File: config.mk
export PLATFORM = sky130hd
export DESIGN_NAME = stream_mux_rr
export DESIGN_NICKNAME = d
export VERILOG_FILES = /design/src/rtl/stream_mux_rr.sv
export SDC_FILE = /design/constraint.sdc
export NUM_CORES = 1
export LEC_CHECK = 0
export CAP_MARGIN = 40
export CELL_PAD_IN_SITES_DETAIL_PLACEMENT = 1
export CELL_PAD_IN_SITES_GLOBAL_PLACEMENT = 2
export CORE_AREA = 2 2 126 177
export CTS_CLUSTER_DIAMETER = 200
export DETAILED_ROUTE_END_ITERATION = 10
export DIE_AREA = 0 0 128 179
export DONT_BUFFER_PORTS = 1
export HOLD_SLACK_MARGIN = 0.08
export PLACE_DENSITY = 0.91
export SYNTH_ARGS = -nofsm -noshare
export SYNTH_HDL_FRONTEND = slang
export SYNTH_SLANG_ARGS = --single-unit
File: constraint.sdc
create_clock -name clk -period 21.8 [get_ports clk]
set_input_delay 4.36 -clock clk [delete_from_list [all_inputs] [get_ports clk]]
set_output_delay 4.36 -clock clk [all_outputs]
set_load 0.05 [all_outputs]
File: src/rtl/stream_mux_rr.sv
// N:1 valid/ready stream multiplexer with a registered output stage.
// Select or round-robin arbitration, with optional grant lock for whole packets.
module stream_mux_rr #(
  parameter int NUM_IN   = 9,
  parameter int DATA_W   = 16,
  parameter int SEL_W    = 4,
  parameter int PKT_MODE = 1
) (
  input  logic                     clk,
  input  logic                     rst_n,
  input  logic [NUM_IN*DATA_W-1:0] in_data,
  input  logic [NUM_IN-1:0]        in_valid,
  input  logic [NUM_IN-1:0]        in_last,
  output logic [NUM_IN-1:0]        in_ready,
  input  logic                     mode,
  input  logic [SEL_W-1:0]         sel,
  output logic [DATA_W-1:0]        out_data,
  output logic                     out_last,
  output logic [SEL_W-1:0]         out_chan,
  output logic                     out_valid,
  input  logic                     out_ready
);

  typedef enum logic {IDLE, LOCK} state_t;

  localparam logic [SEL_W-1:0] LAST_IDX = SEL_W'(NUM_IN - 1);

  state_t           state;
  logic [SEL_W-1:0] cur;
  logic [SEL_W-1:0] rr_ptr;
  logic [SEL_W-1:0] g;
  logic             grant_ok;
  logic             load;
  logic             xfer;

  always_comb begin
    int idx;
    // NOTE: every combinational output gets a default first, so no path can infer a latch.
    g        = '0;
    grant_ok = 1'b0;
    idx      = 0;
    if (state == LOCK) begin
      g        = cur;
      grant_ok = 1'b1;
    end else if (!mode) begin
      if (int'(sel) < NUM_IN) begin
        g        = sel;
        grant_ok = in_valid[sel];
      end
    end else begin
      // Scan farthest-first so the channel closest after rr_ptr wins last.
      for (int k = NUM_IN; k >= 1; k--) begin
        idx = (int'(rr_ptr) + k) % NUM_IN;
        if (in_valid[SEL_W'(idx)]) begin
          g        = SEL_W'(idx);
          grant_ok = 1'b1;
        end
      end
    end
  end

  assign load = ~out_valid | out_ready;
  assign xfer = grant_ok & load & in_valid[g];

  always_comb begin
    in_ready = '0;
    if (grant_ok) in_ready[g] = load;
  end

  // NOTE: sequential state uses non-blocking assignments so every register samples pre-edge values.
  always_ff @(posedge clk or negedge rst_n) begin
    if (!rst_n) begin
      state <= IDLE;
      cur   <= '0;
    end else if (xfer && PKT_MODE != 0) begin
      case (state)
        IDLE: if (!in_last[g]) begin
          state <= LOCK;
          cur   <= g;
        end
        LOCK: if (in_last[g]) state <= IDLE;
        default: state <= IDLE;
      endcase
    end
  end

  always_ff @(posedge clk or negedge rst_n) begin
    if (!rst_n) rr_ptr <= LAST_IDX;
    else if (xfer && mode) rr_ptr <= g;
  end

  always_ff @(posedge clk or negedge rst_n) begin
    if (!rst_n) begin
      out_valid <= 1'b0;
      out_data  <= '0;
      out_last  <= 1'b0;
      out_chan  <= '0;
    end else if (xfer) begin
      out_valid <= 1'b1;
      out_data  <= in_data[int'(g)*DATA_W +: DATA_W];
      out_last  <= in_last[g];
      out_chan  <= g;
    end else if (load) begin
      out_valid <= 1'b0;
    end
  end

endmodule

==> impl_results.md <==
- Status: finished clean
- Ys Warns: 0
- Drt pass-1 iters: 5
- Unrepaired setup endpoints after global routing: false
- Number of port buffers: 0
- HPWL Detailed: 29.6 mm
- Seq/Total Area, Yosys: 9.05%
- Clk Latency, worst-skew pair: 0.28 ns
- Global-route usage over all layers: 31.3%
- Average wire per standard cell: 27.8 µm
- Post-synth top area share: 9.45%
- Starting density of the core: 40.0%
- Prevailing post-synth register cell: dfrtp_1
- Vias in the first global route: 9380
- GPL Wtd Cong: 0.995
- FILL cells: 2646
- Minimum clock period: 13.04 ns
- Final period utilization: 59.8%
- Worst Reg-to-Reg Cells: 26
- Clock tree buffer depth: 2
- Synthesized net count: 1311
- Least-Margin Pin Slew: 0.895 ns
- Worst setup path category: input port to output port
- DRC viols: 0
- I/O pins: 201
- Core ar.: 21500 µm²
- Clk_skew: 0.00426 ns
- CTS Sinks: 31
- CP Capture Type: output port
- CP Max Fanout: 34
- Post-synth EDFFs: 0
- FF/Latch Area: 778 µm²
- Largest net degree at the start of global routing: 58
- R2R setup slack: 12.87 ns
- CTS buffer count: 5
- Layout net count: 1261
- Clk pin slew, worst setup/hold paths: 0.05 ns
- Post-CTS Setup Bufs: 0
- Dominant cell type by area after synthesis: mux4_2
- Cell Area, Synth: 8580 µm²
- Synth-to-layout area growth: 3.34%
- Die ar.: 22900 µm²
- Total Wirelength: 36.5 mm
- CTS tree: built
- Ys async rst share: 100%
- Area contributors post-synth: mux4_2 (9.4%), dfrtp_1 (8.7%), ha_1 (7.7%)
- Grt total ovfl: 0
- Most frequent cells in the layout: nand2_1 (105), nor2_1 (82), a21oi_1 (64)
- Headroom to the max-slew limit: 40.1%
- Vias post-DR: 9141
- Worst hold stages: 1
- Post-Synthesis Cells: 1088
- Initial antenna violation count: 10
- First-pass GRT wire length: 54.5 mm
- Worst EP arrival: 8.68 ns
- Vias per cell: 6.97
- CTS root buffer: clkbuf_16
- Rows: 64
- Synthesized flop and latch total: 31
- ANT nets after route: 0
- Hold Violations, Final: 0
- WP data required: 17.44 ns
- Tightest Hold Check Type: register to register
- Area of the multi-input gates: 7290 µm²
- CTS Hold Bufs: 0
- Commonest non-fill, non-tap cell in the layout: nand2_1
- Avg Cell Area, Syn: 7.89 µm²
- Die width: 128 µm
- Final setup vio count: 0
- Starting DRT DRC Count: 787
- Max cap viols: 0
- Final Max Slew Viols: 0
- Final TNS setup: 0 ns
- Share of cells above drive strength 1: 15.2%
- H-tree levels: 2
- Die Ht: 179 µm
- Synth cell types: 106
- Max frequency: 76.7 MHz
- CP Launch Type: input port
- Post-cts sizing count: 0
[worst paths after layout]
kind | startpoint | end
max in group asynchronous | rst_n | rr_ptr[3]
max reg2reg | rr_ptr[0] | rr_ptr[2]
max | in_valid[7] | in_ready[5]
min | cur[1] | cur[1]
min reg2reg | cur[1] | cur[1]
min in group asynchronous | rst_n | out_data[4]
[worst max-delay path, stage by stage]
cell	delay (ns)
mux2i_1	0.42
nand2_1	0.10
o21ai_0	0.13
a21oi_1	0.14
a211oi_1	0.31
nor2_1	0.14
o221a_1	0.25
or4_1	0.42
a2111oi_2	0.47
a221oi_1	0.21
nor2_2	0.14
buf_4	0.33
nand2_1	0.15
inv_1	0.11
nand2_1	0.20
nor2_1	0.77
[area by class of cell]
class                      instances  area share [%]
antenna                            9           0.254
timing repair buffer              15            1.27
sequential                        31            8.77
multi-input combinational        942            82.2
inverter                          43            1.82
tap                              264            3.72
clock buffer                       6            1.57
clock inverter                     2           0.395
[synthesized netlist by cell type (all sizes together) (14+ instances only)]
cell	number
nand2	105
nor2	85
a21oi	70
ha	53
o21ai	51
buf	44
inv	42
mux2i	36
mux4	36
mux2	32
nand3	32
dfrtp	30
clkbuf	28
nand2b	26
nor2b	26
xnor2	26
a221oi	23
nor3	22
a211oi	19
or2	17
and3	15
a31oi	14
o211ai	14
[per-layer routing]
metal / wire (µm) / part of all wire [%] / track usage (%) / vias up
met5: 0 / 0 / 0 / -
met4: 2590 / 7.1 / 21.3 / 0
met3: 2390 / 6.6 / 3.82 / 126
met2: 19300 / 53 / 59.4 / 444
met1: 12200 / 33 / 31.7 / 4464
li1: - / - / - / 4107
[cells by family (layout without fill, tap and decap cells)]
family	Yosys count	after routing	share of synthesized area [%]
adders and majority gates	53	53	7.73
AOI/OAI and AO/OA	350	350	30.8
xor gates and xnor gates	30	30	3.67
other	0	9	0
muxes	104	104	17.8
buffers and inverters	115	66	6.37
DFF	31	31	9.05
and+or+nand+nor	405	405	24.5
[sequential cells by signal, summed over array words and instances (netlist names)]
| register | cells |
|---|---|
| rr_ptr | 4 |
| out_data | 16 |
| cur | 4 |
| state | 1 |
| out_last | 1 |
| out_valid | 1 |
| out_chan | 4 |
[through the flow]
step	setup slack, ns	instances	hold WS, ns	cell area [µm²]	utilization [%]
finish	8.76	1312	0.488	8870	41.3
global placement	9.04	1293	0.471	8660	40.3
global route	8.33	1310	0.507	8860	41.3
floorplan	9.50	1088	0.458	8580	-
detailed placement	8.94	1295	0.480	8670	40.4
CTS	8.86	1303	0.491	8850	41.2
Power is not shown: default switching activity piles up to over one toggle a cycle in this logic, so the estimate is an artifact.
